[config.mk]
export PLATFORM = sky130hd
export DESIGN_NAME = tt_um_serial_subtractor
export DESIGN_NICKNAME = d
export VERILOG_FILES = /design/src/rtl/sersub_pkg.sv /design/src/rtl/sersub_bit_cell.sv /design/src/rtl/tt_um_serial_subtractor.sv
export SDC_FILE = /design/constraint.sdc
export NUM_CORES = 1
export LEC_CHECK = 0
export CAP_MARGIN = 5
export CORE_ASPECT_RATIO = 1.2
export CORE_MARGIN = 2
export CORE_UTILIZATION = 31
export CTS_CLUSTER_SIZE = 28
export DETAILED_ROUTE_END_ITERATION = 16
export GPL_TIMING_DRIVEN = 0
export PLACE_DENSITY = 0.84
export SYNTH_ARGS = -nofsm -noshare
export SYNTH_HDL_FRONTEND = slang
export SYNTH_SLANG_ARGS = --single-unit
export TNS_END_PERCENT = 5
[constraint.sdc]
create_clock -name clk -period 1.4 [get_ports clk]
set_clock_uncertainty 0.15 [all_clocks]
set_input_delay 0.21 -clock clk [delete_from_list [all_inputs] [get_ports clk]]
set_output_delay 0.21 -clock clk [all_outputs]
set_load 0.05 [all_outputs]
[src/rtl/sersub_pkg.sv]
// Shared definitions for the bit-serial subtractor tile.
//
// Contents:
//   state_t       - FSM encoding (IDLE=0, RUN=1, DONE=2)
//   SERSUB_WIDTH  - default word width (legal range 2..8)
//   UI_* / UO_*   - bit positions inside ui_in / uo_out
//
// Optional feature macro used by the top: SERSUB_PARALLEL_RESULT_EN.
package sersub_pkg;

    typedef enum logic [1:0] {
        ST_IDLE = 2'd0,
        ST_RUN  = 2'd1,
        ST_DONE = 2'd2
    } state_t;

    localparam int SERSUB_WIDTH = 8;

    // ui_in bit positions
    localparam int UI_A     = 0;
    localparam int UI_B     = 1;
    localparam int UI_VALID = 2;
    localparam int UI_START = 3;

    // uo_out bit positions
    localparam int UO_DIFF   = 0;
    localparam int UO_BORROW = 1;
    localparam int UO_DVALID = 2;
    localparam int UO_DONE   = 3;
    localparam int UO_BUSY   = 4;
    localparam int UO_ZERO   = 5;

endpackage

[src/rtl/sersub_bit_cell.sv]
// Combinational one-bit full subtractor: computes a - b - bin.
//
// Ports:
//   a    in   minuend bit
//   b    in   subtrahend bit
//   bin  in   borrow in from the less significant bit
//   d    out  difference bit
//   bout out  borrow out to the next more significant bit
module sersub_bit_cell
    import sersub_pkg::*;
(
    input  logic a,
    input  logic b,
    input  logic bin,
    output logic d,
    output logic bout
);

    assign d    = a ^ b ^ bin;
    // Borrow when b exceeds a outright, or when they are equal and a borrow
    // is already pending.
    assign bout = (~a & b) | (~(a ^ b) & bin);

endmodule

[src/rtl/tt_um_serial_subtractor.sv]
// Bit-serial unsigned subtractor for a TinyTapeout tile.
// Operand bits arrive LSB-first; one registered difference bit is produced
// per accepted input bit, with a borrow flip-flop chaining the bits.
//
// Ports:
//   clk      in   system clock, rising edge
//   rst_n    in   synchronous active-low reset
//   ena      in   tile enable (ignored)
//   ui_in    in   [0] a_bit, [1] b_bit, [2] bit_valid, [3] start
//   uo_out   out  [0] diff_bit, [1] borrow, [2] diff_valid, [3] done,
//                 [4] busy, [5] zero, [7:6] 0
//   uio_in   in   unused
//   uio_out  out  parallel difference when SERSUB_PARALLEL_RESULT_EN, else 0
//   uio_oe   out  8'hFF when SERSUB_PARALLEL_RESULT_EN, else 8'h00
//
// Configuration macro: SERSUB_PARALLEL_RESULT_EN adds a WIDTH-bit result
// register driven onto uio_out.
//
// Handshake: a bit is consumed on a rising edge where the FSM is in RUN,
// bit_valid=1 and start=0; start always wins and restarts the word.
// diff_valid pulses for the cycle after each consumed bit; done pulses
// together with the diff_valid of the WIDTH-th bit.
module tt_um_serial_subtractor
    import sersub_pkg::*;
#(
    parameter int WIDTH = SERSUB_WIDTH
) (
    input  logic       clk,
    input  logic       rst_n,
    input  logic       ena,
    input  logic [7:0] ui_in,
    output logic [7:0] uo_out,
    input  logic [7:0] uio_in,
    output logic [7:0] uio_out,
    output logic [7:0] uio_oe
);

    localparam logic [3:0] LAST_IDX = 4'(WIDTH - 1);

    state_t     state, state_next;
    logic [3:0] cnt;
    logic       diff_bit_q;
    logic       borrow_q;
    logic       diff_valid_q;
    logic       done_q;
    logic       zero_q;

    logic a_bit, b_bit, bit_valid, start;
    logic cell_d, cell_bout;
    logic accept;
    logic last_bit;

    assign a_bit     = ui_in[UI_A];
    assign b_bit     = ui_in[UI_B];
    assign bit_valid = ui_in[UI_VALID];
    assign start     = ui_in[UI_START];

    wire unused_inputs = &{1'b0, ena, ui_in[7:4], uio_in};

    assign last_bit = (cnt == LAST_IDX);

    sersub_bit_cell u_cell (
        .a    (a_bit),
        .b    (b_bit),
        .bin  (borrow_q),
        .d    (cell_d),
        .bout (cell_bout)
    );

    // State register
    always_ff @(posedge clk) begin
        if (!rst_n) begin
            state <= ST_IDLE;
        end else begin
            state <= state_next;
        end
    end

    // Next-state logic; start restarts the word from any state
    always_comb begin
        state_next = state;
        accept     = 1'b0;
        case (state)
            ST_IDLE, ST_DONE: begin
                if (start) state_next = ST_RUN;
            end
            ST_RUN: begin
                if (start) begin
                    state_next = ST_RUN;
                end else if (bit_valid) begin
                    accept = 1'b1;
                    if (last_bit) state_next = ST_DONE;
                end
            end
            default: state_next = ST_IDLE;
        endcase
    end

    // Datapath and flags
    always_ff @(posedge clk) begin
        if (!rst_n) begin
            cnt          <= 4'd0;
            diff_bit_q   <= 1'b0;
            borrow_q     <= 1'b0;
            diff_valid_q <= 1'b0;
            done_q       <= 1'b0;
            zero_q       <= 1'b0;
        end else begin
            diff_valid_q <= 1'b0;
            done_q       <= 1'b0;
            if (start) begin
                cnt        <= 4'd0;
                diff_bit_q <= 1'b0;
                borrow_q   <= 1'b0;
                zero_q     <= 1'b1;
            end else if (accept) begin
                cnt          <= cnt + 4'd1;
                diff_bit_q   <= cell_d;
                borrow_q     <= cell_bout;
                diff_valid_q <= 1'b1;
                zero_q       <= zero_q & ~cell_d;
                done_q       <= last_bit;
            end
        end
    end

    always_comb begin
        uo_out            = 8'h00;
        uo_out[UO_DIFF]   = diff_bit_q;
        uo_out[UO_BORROW] = borrow_q;
        uo_out[UO_DVALID] = diff_valid_q;
        uo_out[UO_DONE]   = done_q;
        uo_out[UO_BUSY]   = (state == ST_RUN);
        uo_out[UO_ZERO]   = zero_q;
    end

`ifdef SERSUB_PARALLEL_RESULT_EN
    // Bits above WIDTH-1 are never written, so they read as 0 for WIDTH<8.
    logic [7:0] result_q;

    always_ff @(posedge clk) begin
        if (!rst_n) begin
            result_q <= 8'h00;
        end else if (start) begin
            result_q <= 8'h00;
        end else if (accept) begin
            result_q[cnt[2:0]] <= cell_d;
        end
    end

    assign uio_out = result_q;
    assign uio_oe  = 8'hFF;
`else
    assign uio_out = 8'h00;
    assign uio_oe  = 8'h00;
`endif

endmodule
==> results of run 1 <==
## layout make-up
class                           count  area, sq um
Timing Repair Buffer               11        93.84
Tap cell                           20        25.02
Multi-Input combinational cell     52        325.3
Sequential cell                    11        226.5
Fill cell                         208         1142
Buffer                             23        172.7
Inverter                            4        15.01
Clock buffer                        4        26.28
## registers in the layout, indices dropped and copies added (netlist names)
| signal | count |
|---|---|
| cnt | 4 |
| state | 2 |
| borrow_q | 1 |
| diff_bit_q | 1 |
| diff_valid_q | 1 |
| done_q | 1 |
| zero_q | 1 |
## metrics by stage
stage | worst slack [ps] | hold WS [ps]
6_report | -32.14 | 321.0
5_1_grt | -108.3 | 339.0
4_1_cts | -56.62 | 323.1
3_5_place_dp | -511.2 | 329.3
3_3_place_gp | -477.2 | 310.9
2_1_floorplan | 6.149 | 181.7
## power by group through the flow
stage,clock network (W),registers (W),logic [W]
3_5_place_dp,0,0.000333,0.000229
2_1_floorplan,0,0.000331,0.000194
6_report,0.000209,0.000326,0.000228
5_1_grt,0.000239,0.000327,0.000240
4_1_cts,0.000217,0.000326,0.000224
3_3_place_gp,0,0.000332,0.000228
## path summary, 6_finish.rpt
check | start | to | slack, ps
max | borrow_q$_SDFFE_PP0P_ | zero_q$_SDFFE_PN0P_ | -30
min | ui_in[3] | zero_q$_SDFFE_PN0P_ | 320
max reg2reg | borrow_q$_SDFFE_PP0P_ | zero_q$_SDFFE_PN0P_ | -30
min reg2reg | cnt[3]$_SDFFE_PP0P_ | cnt[3]$_SDFFE_PP0P_ | 340
## cell usage in the layout, fill, tap and decap left out, types with 2 or more instances in the layout
cell / instances
buf_4: 28
conb_1: 18
dfxtp_1: 8
inv_1: 4
nand2_1: 4
a21oi_1: 4
dlygate4sd2_1: 4
nor2_1: 3
clkbuf_4: 3
o21ai_0: 2
or3_1: 2
a21oi_2: 2
and2_1: 2
nor2b_1: 2
dfxtp_2: 2
## cells by family after synthesis
family | after synthesis
flip-flops | 11
AO/OA/AOI/OAI | 11
buffers and inverters | 27
other | 1
XOR/XNOR | 1
adder cells (fa/ha/maj) | 2
AND/OR/NAND/NOR | 20
## worst reg2reg max path: stages (launching register included)
cell and delay, ps:
dfxtp_2 330, fa_1 450, nand4bb_1 210, a21oi_2 140, nor2b_1 50
## routing by layer
metal / vias to the layer above / GRT usage (%)
li1: 267 / -
met1: 228 / 7.952
met2: 23 / 18.98
met3: 4 / 4.950
met4: 0 / 8.571
met5: - / 0
## repair_timing
| action | 4_1_cts | 5_1_grt |
|---|---|---|
| endpoints found under the setup margin | 9 | 5 |
| pin swaps | 4 | 0 |
| hold buffers | 0 | 0 |
| gates cloned | 0 | 0 |
| resized for setup | 30 | 6 |
| setup buffers | 0 | 0 |
==> flow_summary.yaml, run 1 <==
route:
  initialDrtViolationCount: 4
  route.met2.wl_um: 598
  ant_nets: 0
  route.met3.wl_um: 108
  m1WireLength_um: 387
  wl_um: 1122
  drc: 0
  wl_per_cell_um: 8.976
  avgViaCountPerCell: 4.176
  vias: 522
  top_layer_used: "met4"
  dr.pass1.iters: 4
sta:
  final_hold_viol_count: 0
  setup_viol: 1
  worst_slack_ps: -32.14
  post-route-min-period_ps: 1432
  fmax_ghz: 0.6983
  fin_setup_tns_ps: -32.14
  fin_crit_sh_pct: 102.3
  rsz0062_at_grt: "yes"
  maxSlewViolCount: 0
synthesis:
  synth_common_cells: "23 x buf_4, 11 x dfxtp_1, 6 x a21oi_1, 4 x inv_1, 4 x nand2_1"
  synth_top_family_by_area: "buffers and inverters"
  yosys-top-cells-area: "dfxtp_1 33%, buf_4 26%, a21oi_1 4.6%"
  synth_top_area_share_pct: 33.40
  synthFlopType: "dfxtp_1"
  synth_seq_cells: 11
  synth_edf_count: 0
  synth-compound-area-share_pct: 10.06
  ys_types: 23
  seq_area_frac_synth_pct: 33.40
  synth-xor-area-share_pct: 1.328
  synth_top_area_cell: "dfxtp_1"
  async_reset_ff_share_pct: 0
  synthAdderAreaFrac_pct: 4.934
  yosysMostFrequentCell: "buf_4"
  synth.area.mux_share_pct: 0
  yosys_warnings: 0
  synth_cells: 73
  avgSynthCellArea_sq_um: 9.033
  synth_area_sq_um: 659.4
  synth-simple-area-share_pct: 21.25
floorplanning:
  num_rows: 18
  dieArea_sq_um: 2513
  fp.coreArea_sq_um: 2027
  start_util_pct: 32.53
  io_pins: 43
  die_w_um: 46.10
  dieHeight_um: 54.52
critical_path:
  startpoint_type: "flip-flop"
  cp_num_cells: 4
  max_stage_delay_ps: 450
  path_buf_inv: 0
  cp_top_family: "adder cells"
  crit_type: "reg2reg"
  r2r_cells: 4
  required_ps: 1410
  slowest_stage: "fa_1"
  cp.arrival_ps: 1450
  crit_chain: "fa_1 -> nand4bb_1 -> a21oi_2 -> nor2b_1"
  worstSetupEndpointType: "flip-flop"
  path_max_fanout: 3
pwr:
  ir_worst_vdd_v: 0.0003146
  power_frac_clock_pct: 27.4
  power.density_nw_per_um2: 861.5
  seqPwrFrac_pct: 42.7
  power.internal_w: 0.0005002
  power_w: 0.0007621
  share_comb_of_total_power_pct: 29.9
  power.leakage_nw: 0.4208
  switchingPower_w: 0.0002619
  swShare_pct: 34.36
placement:
  place_area_sq_um: 860.8
  gp_congestion: 0.7614
  dp_cells: 121
  portBuffers: 11
  hpwl_um: 928.5
grt:
  grt_pass1_wl_um: 1752
  gr-usage-all-layers_pct: 10.42
  antenna_found_initial: 0
  grt_pass1_vias: 449
  grt_max_degree: 8
  overflow: 0
finish:
  post-route-util_pct: 43.64
  final_nets: 127
  fin_area_sq_um: 884.6
  fin_cells: 125
  area_growth_pct: 34.16
  antennaDiodeCount: 0
  drive_gt1_share_pct: 38.10
status:
  status: "finished, violations left"
  violations: "setup timing"
worst_hold_path:
  min_path_type: "in2reg"
  whs_path_depth: 3
cts:
  clock_path_buffers: 2
  htreeDepth: 1
  cts-buffers-inserted: 3
  clock_sinks: 11
  cts_tree: "done"
  cts.clk_slew.worst_paths_ps: 70
  clk_latency_ps: 260
  clockRootBuffer: "clkbuf_4"
run:
  maxCapViolCount: 0
Note: power is estimated with default switching activity, not from simulation.
==> run 2, diff against run 1 <==
--- a/config.mk
+++ b/config.mk
@@ -5,7 +5,7 @@
 export SDC_FILE = /design/constraint.sdc
 export NUM_CORES = 1
 export LEC_CHECK = 0
-export CAP_MARGIN = 5
+export CAP_MARGIN = 15
 export CORE_ASPECT_RATIO = 1.2
 export CORE_MARGIN = 2
 export CORE_UTILIZATION = 31
==> results of run 2 <==
Final layout, timing and power as in run 1 (identical DEF).
==> run 3, diff against run 2 <==
--- a/config.mk
+++ b/config.mk
@@ -9,6 +9,7 @@
 export CORE_ASPECT_RATIO = 1.2
 export CORE_MARGIN = 2
 export CORE_UTILIZATION = 31
+export CTS_BUF_LIST = sky130_fd_sc_hd__clkbuf_8 sky130_fd_sc_hd__clkbuf_16
 export CTS_CLUSTER_SIZE = 28
 export DETAILED_ROUTE_END_ITERATION = 16
 export GPL_TIMING_DRIVEN = 0
==> flow_summary.yaml, run 3 (synthesis gave the netlist of run 1 again) <==
placement:
  portBuffers: 11
  hpwl_um: 928.5
  gp_congestion: 0.7614
  pre_cts_slack_ps: -511.2
  place_area_sq_um: 860.8
run:
  maxCapViolCount: 0
cts:
  cts.clk_slew.worst_paths_ps: 50
  cts_setup_buffers: 0
  cts-buffers-inserted: 3
  clock_sinks: 11
  cts_tree: "done"
  clock_path_buffers: 2
  clockRootBuffer: "clkbuf_8"
  htreeDepth: 1
  clk_latency_ps: 240
  hold_buffers: 0
finish:
  fin_area_sq_um: 897.1
  largest_reg_flops: 4
  final_cell_mix: "29 x buf_4, 18 x conb_1, 8 x dfxtp_1"
  fillers: 212
  final_nets: 127
  layout_commonest_cell: "buf_4"
  regMostFlops: "cnt"
  post-route-util_pct: 44.26
  multi_input_area_sq_um: 325.3
  area_growth_pct: 36.05
  seq_area_sq_um: 224.0
  largestRegisters: "cnt: 4 flops, state: 2 flops"
  drive_gt1_share_pct: 38.10
  antennaDiodeCount: 0
grt:
  met2_usage_pct: 19.91
  gr-max-usage-layer: "met2"
  overflow: 0
  grt_max_degree: 8
  grt_pass1_vias: 455
  antenna_found_initial: 0
  grt_pass1_wl_um: 1821
  met1_usage_pct: 8.515
  gr-usage-all-layers_pct: 10.67
  grtUsageMet3_pct: 4.950
sta:
  maxSlewViolCount: 0
  fin_crit_sh_pct: 102.8
  rsz0062_at_grt: "yes"
  fin_setup_tns_ps: -39.26
  setup_viol: 1
  final_hold_viol_count: 0
  fmax_ghz: 0.6948
  post-route-min-period_ps: 1439
  worst_slack_ps: -39.26
worst_hold_path:
  min_path_type: "reg2reg"
  min_from: "cnt[1]$_SDFFE_PP0P_"
critical_path:
  worstSetupEndpointType: "flip-flop"
  cp.arrival_ps: 1420
  critPathLaunch: "borrow_q$_SDFFE_PP0P_"
  reg2reg_to: "zero_q$_SDFFE_PN0P_"
  worstSetupEndpoint: "zero_q$_SDFFE_PN0P_"
  path_max_fanout: 3
  r2r_cells: 4
  startpoint_type: "flip-flop"
  required_ps: 1380
  regToRegStartpoint: "borrow_q$_SDFFE_PP0P_"
  r2r_slack_ps: -40
  crit_type: "reg2reg"
status:
  violations: "setup timing"
  status: "finished, violations left"
route:
  vias: 519
  wl_um: 1180
  dr.pass1.iters: 4
  wl_per_cell_um: 9.440
  ant_nets: 0
  initialDrtViolationCount: 8
  drc: 0
  avgViaCountPerCell: 4.152
pwr:
  power.leakage_nw: 0.4313
  ir_worst_vdd_v: 0.0004695
  power.internal_w: 0.0005829
  switchingPower_w: 0.0002795
  share_comb_of_total_power_pct: 26.2
  power.density_nw_per_um2: 961.3
  swShare_pct: 32.41
  power_frac_clock_pct: 35.8
  seqPwrFrac_pct: 38.0
floorplanning:
  fp.coreArea_sq_um: 2027
  die_w_um: 46.10
  num_rows: 18
  dieHeight_um: 54.52
  start_util_pct: 32.53
  io_pins: 43
  dieArea_sq_um: 2513
## run 3: changes by cell type in the layout (fill, tap and decap cells not counted)
cell,before,now
clkbuf_8,0,3
dfxtp_2,2,3
buf_6,1,0
clkbuf_4,3,0
dfxtp_4,1,0
inv_1,4,5
buf_4,28,29
clkbuf_1,1,0
## run 3: per-stage QoR
step	hold WS [ps]	power, W	cells
3_5_place_dp	329.3	0.0005617	121
3_3_place_gp	310.9	0.0005596	121
6_report	339.3	0.0008624	125
2_1_floorplan	181.7	0.0005258	90
4_1_cts	338.7	0.0008686	125
5_1_grt	375.3	0.0008981	125
## run 3: routing by layer
metal / vias up / part of all wire, %
met3: 3 / 9.4
met1: 230 / 35
met2: 22 / 53
li1: 264 / -
met4: 0 / 2.3
met5: - / 0
## run 3: worst max-delay path, cell delays in order (launching register included)
cell and delay [ps]:
dfxtp_2 330, fa_1 450, nand4bb_1 210, a21oi_2 140, nor2b_1 50
## run 3: timing repair
action,4_1_cts,5_1_grt
pin swaps,4,0
setup endpoints to repair,11,4
gates resized for setup,27,3
## run 3: how the worst min path moves through the flow
stage,endpoint,slack [ps],depth (start not counted)
finish,cnt[1]$_SDFFE_PP0P_,340,2
CTS,cnt[1]$_SDFFE_PP0P_,340,2
global route,borrow_q$_SDFFE_PP0P_,380,2
floorplan,state[1]$_SDFFE_PN0P_,180,1
detailed placement,cnt[3]$_SDFFE_PP0P_,330,2
global placement,cnt[1]$_SDFFE_PP0P_,310,2
## run 3: layout make-up
type,instances,share of cell area (%)
plain buffers,23,19.25
multi-input cells,52,36.26
clock buffers,3,4.603
clock inverters,1,0.4184
flip-flops and latches,11,24.97
well taps,20,2.789
inverters,4,1.674
repair buffers,11,10.04
## run 3: power by group through the flow
| stage | combinational (W) | clock, W | sequential (W) |
|---|---|---|---|
| 2_1_floorplan | 0.000194 | 0 | 0.000331 |
| 3_3_place_gp | 0.000228 | 0 | 0.000332 |
| 3_5_place_dp | 0.000229 | 0 | 0.000333 |
| 4_1_cts | 0.000224 | 0.000317 | 0.000327 |
| 5_1_grt | 0.000238 | 0.000331 | 0.000328 |
| 6_report | 0.000226 | 0.000309 | 0.000328 |
